$ cat src/rtl/btb_update_ctrl.sv
// BTB write-side controller: queues execute-stage branch updates and drains them
// to the BTB write port, walking all entries with invalid writes after reset/flush.
module btb_update_ctrl #(
    parameter int IDX_W = 8,
    parameter int DEPTH = 4,
    parameter int XLEN  = 32
) (
    input  logic            clock,
    input  logic            reset,
    input  logic            io_upd_valid,
    output logic            io_upd_ready,
    input  logic [XLEN-1:0] io_upd_bits_pc,
    input  logic            io_upd_bits_jump,
    input  logic [XLEN-1:0] io_upd_bits_target,
    input  logic            io_flush,
    output logic            io_busy,
    output logic            io_rd_block,
    output logic            io_btb_w_en,
    output logic [XLEN-1:0] io_btb_w_pc,
    output logic            io_btb_w_valid,
    output logic            io_btb_w_jump,
    output logic [XLEN-1:0] io_btb_w_target
);

    localparam int PTR_W = $clog2(DEPTH);
    localparam logic [PTR_W-1:0] PTR_ONE  = PTR_W'(1);
    localparam logic [PTR_W:0]   CNT_ONE  = (PTR_W+1)'(1);
    localparam logic [PTR_W:0]   CNT_FULL = (PTR_W+1)'(DEPTH);
    localparam logic [IDX_W-1:0] IDX_ONE  = IDX_W'(1);
    localparam logic [IDX_W-1:0] IDX_LAST = '1;

    typedef enum logic {S_CLEAR, S_IDLE} state_e;

    typedef struct packed {
        logic [XLEN-1:0] pc;
        logic            jump;
        logic [XLEN-1:0] target;
    } upd_t;

    typedef struct packed {
        logic            en;
        logic            valid;
        logic            jump;
        logic [XLEN-1:0] pc;
        logic [XLEN-1:0] target;
    } wr_t;

    state_e           state_q, state_d;
    logic [IDX_W-1:0] idx_q, idx_d;
    wr_t              wr_q, wr_d;
    logic [PTR_W-1:0] rd_ptr_q, rd_ptr_d, wr_ptr_q, wr_ptr_d;
    logic [PTR_W:0]   cnt_q, cnt_d;
    upd_t             mem_q [DEPTH];

    logic            fifo_full, fifo_empty, push, pop;
    upd_t            head;
    logic [XLEN-1:0] clr_pc;

    assign fifo_full    = (cnt_q == CNT_FULL);
    assign fifo_empty   = (cnt_q == '0);
    assign io_upd_ready = !fifo_full && !io_flush && !reset;
    assign push         = io_upd_valid && io_upd_ready;
    assign head         = mem_q[rd_ptr_q];

    always_comb begin
        state_d = state_q;
        idx_d   = idx_q;
        wr_d    = wr_q;
        pop     = 1'b0;
        clr_pc  = '0;
        clr_pc[IDX_W+1:2] = idx_q;
        case (state_q)
            S_CLEAR: begin
                wr_d.en     = 1'b1;
                wr_d.valid  = 1'b0;
                wr_d.jump   = 1'b0;
                wr_d.pc     = clr_pc;
                wr_d.target = '0;
                idx_d       = idx_q + IDX_ONE;
                if (idx_q == IDX_LAST) begin
                    state_d = S_IDLE;
                    idx_d   = '0;
                end
            end
            S_IDLE: begin
                if (!fifo_empty) begin
                    pop         = 1'b1;
                    wr_d.en     = 1'b1;
                    wr_d.valid  = 1'b1;
                    wr_d.jump   = head.jump;
                    wr_d.pc     = head.pc;
                    wr_d.target = head.target;
                end else begin
                    wr_d.en = 1'b0;
                end
            end
            default: state_d = S_CLEAR;
        endcase
        // The write loaded this cycle still goes out; the restarted walk overwrites it.
        if (io_flush) begin
            state_d = S_CLEAR;
            idx_d   = '0;
        end
    end

    always_comb begin
        rd_ptr_d = rd_ptr_q;
        wr_ptr_d = wr_ptr_q;
        cnt_d    = cnt_q;
        if (pop)  rd_ptr_d = rd_ptr_q + PTR_ONE;
        if (push) wr_ptr_d = wr_ptr_q + PTR_ONE;
        case ({push, pop})
            2'b10:   cnt_d = cnt_q + CNT_ONE;
            2'b01:   cnt_d = cnt_q - CNT_ONE;
            default: cnt_d = cnt_q;
        endcase
        if (io_flush) begin
            rd_ptr_d = '0;
            wr_ptr_d = '0;
            cnt_d    = '0;
        end
    end

    always_ff @(posedge clock or posedge reset) begin
        if (reset) begin
            state_q  <= S_CLEAR;
            idx_q    <= '0;
            wr_q     <= '0;
            rd_ptr_q <= '0;
            wr_ptr_q <= '0;
            cnt_q    <= '0;
        end else begin
            state_q  <= state_d;
            idx_q    <= idx_d;
            wr_q     <= wr_d;
            rd_ptr_q <= rd_ptr_d;
            wr_ptr_q <= wr_ptr_d;
            cnt_q    <= cnt_d;
        end
    end

    always_ff @(posedge clock) begin
        if (push) begin
            mem_q[wr_ptr_q] <= '{pc: io_upd_bits_pc, jump: io_upd_bits_jump,
                                 target: io_upd_bits_target};
        end
    end

    assign io_busy         = (state_q == S_CLEAR);
    assign io_rd_block     = io_busy || (wr_q.en && !wr_q.valid);
    assign io_btb_w_en     = wr_q.en;
    assign io_btb_w_pc     = wr_q.pc;
    assign io_btb_w_valid  = wr_q.valid;
    assign io_btb_w_jump   = wr_q.jump;
    assign io_btb_w_target = wr_q.target;

endmodule

$ cat config.mk
export PLATFORM = sky130hd
export DESIGN_NAME = btb_update_ctrl
export DESIGN_NICKNAME = d
export VERILOG_FILES = /design/src/rtl/btb_update_ctrl.sv
export SDC_FILE = /design/constraint.sdc
export NUM_CORES = 1
export LEC_CHECK = 0
export CELL_PAD_IN_SITES_DETAIL_PLACEMENT = 0
export CELL_PAD_IN_SITES_GLOBAL_PLACEMENT = 1
export CORE_ASPECT_RATIO = 1.1
export CORE_MARGIN = 2
export CORE_UTILIZATION = 35
export DETAILED_ROUTE_END_ITERATION = 12
export PLACE_DENSITY_LB_ADDON = 0.2
export SYNTH_ARGS = -nofsm -noshare
export SYNTH_HDL_FRONTEND = slang
export SYNTH_SLANG_ARGS = --single-unit
export TNS_END_PERCENT = 100
$ cat constraint.sdc
create_clock -name clock -period 3.35 [get_ports clock]
set_input_delay 0.67 -clock clock [delete_from_list [all_inputs] [get_ports clock]]
set_output_delay 0.67 -clock clock [all_outputs]
set_load 0.05 [all_outputs]
==> metrics, run 1 <==
Slew headroom=0.370; post-synthesis cell area=12700 um2; DPL Wire Length=16200 um; status=finished, final reports clean; layout cells sized above 1=0.192; via count=6312; Worst Tran Pin Value=0.945 ns; leading area contributor after synthesis=edfxtp_1; Final Net Count=834; clk root buf=clkbuf_16; Syn. warnings=0; cts bufs inserted=36; hold_buf cts=0; Filler Cells Inserted=3159; standard-cell rows=73; vias in the first global route=6993; sequential fraction of the synthesis area=0.776; ratio of final minimum period to clock period=0.884; RD Place Congestion=0.785; initial drt markers=385; Synth Instances=602; critical path peak fanout=13; PD cells=557 nW/um2; Yosys top cell area share=0.613; max-cap violation count=0; Die H=204 um; Crit path required time=2.68 ns; Post-DRT Antenna Nets=0; H-tree Lvls=2; crit path capture type=output pin; cell family with most CP delay=buffers and inverters; clock buffer depth=3; first-pass GRT wire length=42000 um; Min-Delay Path Class=flip-flop to flip-flop; Critical Path, Cell by Cell=inv_1 -> clkdlybuf4s50_1; Sum Neg Setup Slack=0 ns; library cells used by synthesis=40; clock sink count=~340; Die W=186 um; die area=roughly 38000 um2; I/O pin count=about 140; Syn Area/Cell=between 20 and 25 um2; RSZ-0062 raised after global routing=false; core area=36000 um2; Clk Latency, worst-skew pair=about 0.53 ns; Post-Syn Nets=approximately 680; starting density of the core=0.354; clk slew on worst S/H paths=0.06 ns; # setup viols final=0; Total GRT Usage=0.148; commonest cells after routing, fill and taps aside=edfxtp_1 (260), clkdlybuf4s50_1 (137), dfrtp_1 (81); post_cts resized=0; final instance area=16000 um2; Final Critical Period=approximately 3 ns; most common cell after layout, fill and taps aside=edfxtp_1; final hold violations=0; synth top area cells=edfxtp_1 (61%), dfrtp_1 (16%), mux4_2 (11%), a22o_1 (3.9%), a221o_1 (0.55%); Residual DRC=0; maximum VDD drop=around 0.26 mV; FMAX=338 MHz; total routed wirelength=26900 um; largest net degree at the start of global routing=69; CTS tree=yes; max-slew violations=0; port bufs=between 100 and 150; slowest CP cell=clkdlybuf4s50_1; startpoint types=flip-flop; Static Leak=5.48 nW; per-cell routed wire length=roughly 21 um; WS Path Type=flip-flop to output pin; flops & latches, synth=343; Setup Fix Bufs, Post-CTS=0; vias per cell=between 4 and 5; critical path's largest stage delay=0.87 ns; initial antenna violation count=1; CP arrival=2.29 ns; drt first pass iters=5; skew final=0.0228 ns; Area Overhead vs Synth=25.7%; global route overflow=0; Area after DPL=14800 um2; Crit path buffers/inverters=2
## worst reg2reg max path: stages (launching register included)
cell,delay (ns)
dfrtp_1,0.49
or3b_1,0.36
and2_4,0.27
nor2_1,0.06
fa_1,0.39
a211oi_1,0.28
o21ai_0,0.11
nor3b_1,0.15
## cell families (layout without fill, tap and decap cells)
logic type	after synthesis	after routing	share of synthesized area
muxes	70	70	0.119
buffers and inverters	42	226	0.0158
xor gates and xnor gates	8	8	0.00697
DFF	343	343	0.776
adders and majority gates	6	6	0.00648
and+or+nand+nor	57	57	0.0244
AOI/OAI and AO/OA	76	76	0.0514
other	0	1	0
## sequential cells by signal, summed over array words and instances (netlist names)
register         flops
mem_q              260
io_btb_w_pc         32
io_btb_w_target     32
idx_q                8
cnt_q                3
rd_ptr_q             2
wr_ptr_q             2
io_btb_w_en          1
io_btb_w_jump        1
io_btb_w_valid       1
state_q              1
## metrics by stage
step	utilization	setup WS (ns)	std cells	hold WS, ns	power (mW)
after CTS	0.445	0.365	1273	0.508	9.04
after global routing	0.445	0.291	1274	0.530	9.24
final	0.445	0.390	1274	0.506	8.92
after detailed placement	0.412	0.544	1208	0.491	4.99
after global placement	0.412	0.560	1208	0.487	4.98
after floorplan	-	0.543	602	0.507	4.82
## worst paths after layout
kind | startpoint | end | slack (ns) | depth (start not counted)
hold / removal | io_btb_w_pc[26] | io_btb_w_pc[26] | 0.51 | 1
min in group asynchronous | reset | io_btb_w_pc[8] | 0.64 | 2
setup reg to reg | cnt_q[0] | cnt_q[2] | 1.11 | 7
hold reg to reg | io_btb_w_pc[26] | io_btb_w_pc[26] | 0.51 | 1
setup / recovery | state_q | io_busy | 0.39 | 2
max in group asynchronous | reset | io_btb_w_target[5] | 1.99 | 3
## area by class of cell
| class | count | area [um2] | area share |
|---|---|---|---|
| flip-flops and latches | 343 | 9890 | 0.618 |
| multi-input cells | 217 | 2680 | 0.167 |
| well taps | 487 | 609 | 0.0380 |
| inverters | 7 | 28.8 | 0.00180 |
| repair buffers | 154 | 1600 | 0.0998 |
| clock inverters | 22 | 258 | 0.0161 |
| diodes | 1 | 2.50 | 0.000156 |
| clock buffers | 43 | 947 | 0.0591 |
## routing by layer
layer / up-vias / GRT usage / share of wire
met4: 0 / 0.0475 / 0.025
met3: 42 / 0.0280 / 0.044
li1: 2783 / - / -
met2: 145 / 0.255 / 0.52
met5: - / 0 / 0
met1: 3342 / 0.190 / 0.42
## where the power goes
group | total (mW) | switching (mW) | internal (mW)
Combinational | 0.256 | 0.132 | 0.123
Clock | 4.02 | 1.60 | 2.42
Sequential | 4.65 | 0.0179 | 4.63
## cell usage after synthesis
| cell type | number |
|---|---|
| nor3b_1 | 3 |
| o31a_2 | 1 |
| and2_1 | 8 |
| mux4_2 | 65 |
| and2_4 | 1 |
| dfrtp_1 | 83 |
| o31ai_1 | 1 |
| buf_6 | 1 |
| o221ai_1 | 1 |
| nand2b_1 | 2 |
| and4_2 | 1 |
| xor2_1 | 3 |
| nor2b_1 | 2 |
| edfxtp_1 | 260 |
| inv_1 | 7 |
| o21ai_0 | 4 |
| a221o_1 | 7 |
| and3_2 | 4 |
| nor3_1 | 4 |
| nand3_1 | 5 |
| xnor2_1 | 4 |
| mux2i_1 | 4 |
| nor3b_2 | 1 |
| o21a_1 | 2 |
| clkbuf_1 | 14 |
| buf_1 | 7 |
| nand2_1 | 8 |
| buf_4 | 8 |
| nor2_1 | 15 |
| mux2_4 | 1 |
| ha_1 | 5 |
| a311o_1 | 1 |
| nand4_1 | 2 |
| a211oi_1 | 1 |
| o211ai_1 | 1 |
| buf_2 | 5 |
| fa_1 | 1 |
| xnor2_4 | 1 |
| or3b_1 | 1 |
| a22o_1 | 57 |
No activity file was read; power rests on OpenSTA's default activity.
==> inputs of run 2 (changes only) <==
CORE_UTILIZATION = 30   (was 35)
PLACE_DENSITY_LB_ADDON = 0.1   (was 0.2)
==> metrics, run 2 (same netlist as run 1, synthesis figures left out) <==
Residual DRC=0; Sum Neg Setup Slack=0 ns; most flop-heavy register=mem_q; via count=6347; DPL Wire Length=18200 um; CP arrival=approximately 2.3 ns; Critical Path, Cell by Cell=inv_1 -> clkdlybuf4s50_1; clk slew on worst S/H paths=0.06 ns; Crit path buffers/inverters=2; hold_buf cts=0; Setup Fix Bufs, Post-CTS=0; Area after DPL=15000 um2; Reg2Reg Launch Point=cnt_q[0]; Most Used Layer, Global Route=met2; Crit path required time=2.68 ns; vias in the first global route=6946; H-tree Lvls=2; GRT met1 Usage=0.182; global route overflow=0; slowest CP cell=clkdlybuf4s50_1; cell count after placement=1292; core area=42100 um2; max-slew violations=0; Final Critical Period=between 2 and 3 ns; Die W=201 um; RD Place Congestion=0.739; crit path from=state_q; RSZ-0062 raised after global routing=false; startpoint types=flip-flop; cts bufs inserted=38; crit path capture type=output pin; clock sink count=around 340; clk root buf=clkbuf_16; most common cell after layout, fill and taps aside=edfxtp_1; critical path's largest stage delay=0.88 ns; commonest cells after routing, fill and taps aside=edfxtp_1 (260), clkdlybuf4s50_1 (137), dfrtp_1 (81); largest net degree at the start of global routing=69; WS Path Type=flip-flop to output pin; total routed wirelength=29700 um; Static Leak=5.54 nW; final hold violations=0; Filler Cells Inserted=3864; status=finished, final reports clean; layout cells sized above 1=0.196; standard-cell rows=just under 80; PD cells=between 500 and 600 nW/um2; per-cell routed wire length=21.8 um; # setup viols final=0; max reg flops=260; Min-Delay Path Class=flip-flop to flip-flop; GRT met3 Usage=0.0323; post_cts resized=0; Worst Tran Pin Value=1.00 ns; Die H=220 um; met2 Use GR=0.223; FMAX=334 MHz; CTS tree=yes; worst hold start=io_btb_w_target[26]; final instance area=16200 um2; cell family with most CP delay=buffers and inverters; Area Overhead vs Synth=27.5%; Final Net Count=840; Final Non-Filler Cells=about 1400; I/O pin count=139; Slew headroom=0.332; starting density of the core=0.303; max-cap violation count=0; Clk Latency, worst-skew pair=0.53 ns; Tot Pwr=9.11 mW; clock buffer depth=3; ratio of final minimum period to clock period=0.893; Hold Slack=0.500 ns; skew final=0.0110 ns; port bufs=approximately 140; maximum VDD drop=0.264 mV; initial antenna violation count=2; initial drt markers=385; Total GRT Usage=0.136; vias per cell=between 4 and 5; die area=44100 um2; first-pass GRT wire length=45000 um; drt first pass iters=5; critical path peak fanout=13; Post-DRT Antenna Nets=0
-- run 2: final cells by class --
class | instances | area, um2 | share of cell area
multi-input cells | 217 | 2680 | 0.165
flip-flops and latches | 343 | 9890 | 0.609
well taps | 567 | 709 | 0.0437
clock buffers | 47 | 1060 | 0.0652
diodes | 1 | 2.50 | 0.000154
repair buffers | 158 | 1670 | 0.103
inverters | 7 | 28.8 | 0.00177
clock inverters | 22 | 203 | 0.0125
-- run 2: power by group --
| group | internal (mW) | switching (mW) | total [mW] |
|---|---|---|---|
| logic | 0.124 | 0.138 | 0.262 |
| registers | 4.63 | 0.0177 | 4.65 |
| clock network | 2.55 | 1.65 | 4.20 |
| total | 7.30 | 1.81 | 9.11 |
-- run 2: final timing paths --
check / endpoint / slack [ns] / depth (start not counted)
max reg2reg: cnt_q[2] / 1.11 / 7
min: io_btb_w_target[26] / 0.50 / 1
max in group asynchronous: io_btb_w_target[3] / 2.01 / 3
min reg2reg: io_btb_w_target[26] / 0.50 / 1
max: io_busy / 0.36 / 2
min in group asynchronous: io_btb_w_pc[8] / 0.65 / 2
-- run 2: routing by layer --
layer,share of wire,wire (um),vias up
li1,-,-,2798
met2,0.49,14500,150
met5,0.00044,13,-
met1,0.44,13000,3363
met4,0.016,489,2
met3,0.056,1660,34
-- run 2: metrics by stage --
stage	utilization	setup slack, ns
CTS	0.386	0.308
global placement	0.356	0.445
floorplan	-	0.543
global route	0.386	0.205
detailed placement	0.356	0.531
finish	0.386	0.359
==> inputs of run 3 (changes only) <==
ABC_AREA = 1   (was unset)
CORE_MARGIN = unset   (was 2)
GPL_TIMING_DRIVEN = 0   (was unset)
==> metrics, run 3 <==
Syn. warnings=0; CP arrival=2.54 ns; most common cell after layout, fill and taps aside=edfxtp_1; switching power=1.86 mW; Clk Latency, worst-skew pair=0.53 ns; Reg2Reg Launch Point=cnt_q[0]; Comb power frac=0.031; crit path to=io_busy; Crit path required time=2.68 ns; library cells used by synthesis=35; Reg2Reg Setup Slack=0.90 ns; commonest cells after routing, fill and taps aside=edfxtp_1 (260), nand2_1 (222), clkdlybuf4s50_1 (138); Primary FF master, synth=edfxtp_1; final instance area=16800 um2; # diodes=0; crit path capture type=output pin; clk slew on worst S/H paths=about 0.060 ns; Post-synth EDFFs=260; flops & latches, synth=about 340; Internal=7.29 mW; WS Path Type=flip-flop to output pin; synth top area cells=edfxtp_1 (59%), dfrtp_1 (16%), nand2_1 (6.3%), o21ai_0 (4.8%), nor2_1 (3.9%); Syn Area/Cell=12.7 um2; Yosys top cell area share=0.593; xor and xnor area share after synthesis=0.00266; cell count after placement=~1800; critical path peak fanout=10; Residual DRC=1; initial antenna violation count=4; Min-Delay Path Class=flip-flop to flip-flop; Final Critical Period=3.21 ns; # setup viols final=0; Post-Syn Nets=1115; Post-synth top cells=edfxtp_1 (260), nand2_1 (222), nor2_1 (138); per-cell routed wire length=19.4 um; clock buffer depth=3; port bufs=138; leading area contributor after synthesis=edfxtp_1; Reg power frac=0.510; Setup Fix Bufs, Post-CTS=1; first-pass GRT wire length=54600 um; PD cells=544 nW/um2; maximum VDD drop=0.302 mV; layout cells sized above 1=0.0949; I/O pin count=between 100 and 150; RD Place Congestion=0.699; fin worst setup slack=0.136 ns; Slew headroom=0.436; total routed wirelength=35700 um; startpoint types=flip-flop; max-slew violations=0; initial drt markers=approximately 420; Sum Neg Setup Slack=0 ns; clock sink count=343; core area=43300 um2; vias in the first global route=8949; most frequent cell after synthesis=edfxtp_1; max reg flops=260; RSZ-0062 raised after global routing=false; final core utilization=0.388; hold_buf cts=0; multiplexer share of the synthesized area=0; Area after DPL=about 16000 um2; vias per cell=4.63; FMAX=about 310 MHz; H-tree Lvls=2; Switching Fraction=0.203; Post-synth ARST share=0.242; CTS tree=yes; largest net degree at the start of global routing=35; post_cts resized=0; crit path from=state_q; Worst Tran Pin Value=0.844 ns; drt first pass iters=11; Die H=222 um; die area=about 45000 um2; max-cap violation count=0; final hold violations=0; sequential fraction of the synthesis area=0.751; violated checks=DRC; Final Net Count=1308; post-synthesis adder-cell area fraction=0.00627; Area Overhead vs Synth=27.8%; worst reg2reg path depth=6; post-synthesis cell area=13200 um2; Reg-to-Reg End=mem_q[1][56]; most flop-heavy register=mem_q; largest family of logic cells by synthesized area=simple AND/OR/NAND/NOR gates; global route overflow=0; Synth Instances=1040; Post-DRT Antenna Nets=0; clk root buf=clkbuf_16; Clock Power Share=0.459; Post-Synth Simple-Gate Area=0.120; cts bufs inserted=40; Final Non-Filler Cells=1839; Static Leak=approximately 6.3 nW; standard-cell rows=80; starting density of the core=0.304; status=finished with violations; DPL Wire Length=23200 um; Total GRT Usage=0.162; pre-CTS WS=-0.0670 ns; via count=8511; skew final=0.0161 ns; compound-gate portion of the synthesized area=0.0887; Die W=just over 200 um; ratio of final minimum period to clock period=0.960
run 3: changes by cell type in the layout (fill, tap and decap cells not counted), moves of 57 or more:
| cell | delta |
|---|---|
| o21ai_0 | +122 |
| mux4_2 | -65 |
| nand2_1 | +214 |
| nor2_1 | +119 |
| a22o_1 | -57 |
| o22ai_1 | +67 |
run 3: area by class of cell:
type | count | area, um2
fill | 4182 | 26500
tap | 574 | 718
buffer | 59 | 342
inverter | 21 | 85.1
timing repair buffer | 151 | 1640
multi-input combinational | 617 | 2890
clock inverter | 6 | 63.8
sequential | 343 | 9880
clock buffer | 68 | 1210
run 3: logic make-up (layout without fill, tap and decap cells):
group | after synthesis | after routing
AOI/OAI and AO/OA | 209 | 209
buffers and inverters | 80 | 305
DFF | 343 | 343
xor gates and xnor gates | 4 | 4
adders and majority gates | 6 | 6
and+or+nand+nor | 398 | 398
run 3: worst min-delay path by stage:
stage	start	to	slack (ns)	depth (start not counted)
2_1_floorplan	idx_q[7]	idx_q[7]	0.49	2
3_3_place_gp	io_btb_w_target[23]	io_btb_w_target[23]	0.46	2
3_5_place_dp	io_btb_w_pc[28]	io_btb_w_pc[28]	0.46	2
4_1_cts	io_btb_w_pc[15]	io_btb_w_pc[15]	0.48	2
5_1_grt	io_btb_w_pc[11]	io_btb_w_pc[11]	0.49	2
6_report	io_btb_w_target[24]	io_btb_w_target[24]	0.47	2
run 3: power groups by stage:
stage / Combinational, mW / Sequential [mW] / Clock, mW
floorplan: 0.0838 / 4.77 / 0
global placement: 0.263 / 4.76 / 0
detailed placement: 0.289 / 4.75 / 0
CTS: 0.291 / 4.67 / 4.33
global route: 0.311 / 4.67 / 4.48
finish: 0.282 / 4.67 / 4.20
run 3: layer usage:
metal / vias to the layer above / GRT usage / share of wire
met1: 4241 / 0.211 / 0.45
met4: 6 / 0.0423 / 0.017
met3: 55 / 0.0316 / 0.038
met5: - / 0 / 0.0011
li1: 4063 / - / -
met2: 146 / 0.273 / 0.49
run 3: per-stage QoR:
| step | hold WS (ns) | power [mW] |
|---|---|---|
| 6_report | 0.474 | 9.15 |
| 5_1_grt | 0.494 | 9.46 |
| 4_1_cts | 0.481 | 9.29 |
| 3_5_place_dp | 0.464 | 5.04 |
| 3_3_place_gp | 0.463 | 5.03 |
| 2_1_floorplan | 0.487 | 4.85 |
run 3: worst max-delay path: stages, from the launching register on:
cell and delay [ns]:
dfrtp_1 0.44, inv_2 0.17, buf_1 0.49, clkdlybuf4s50_1 0.91
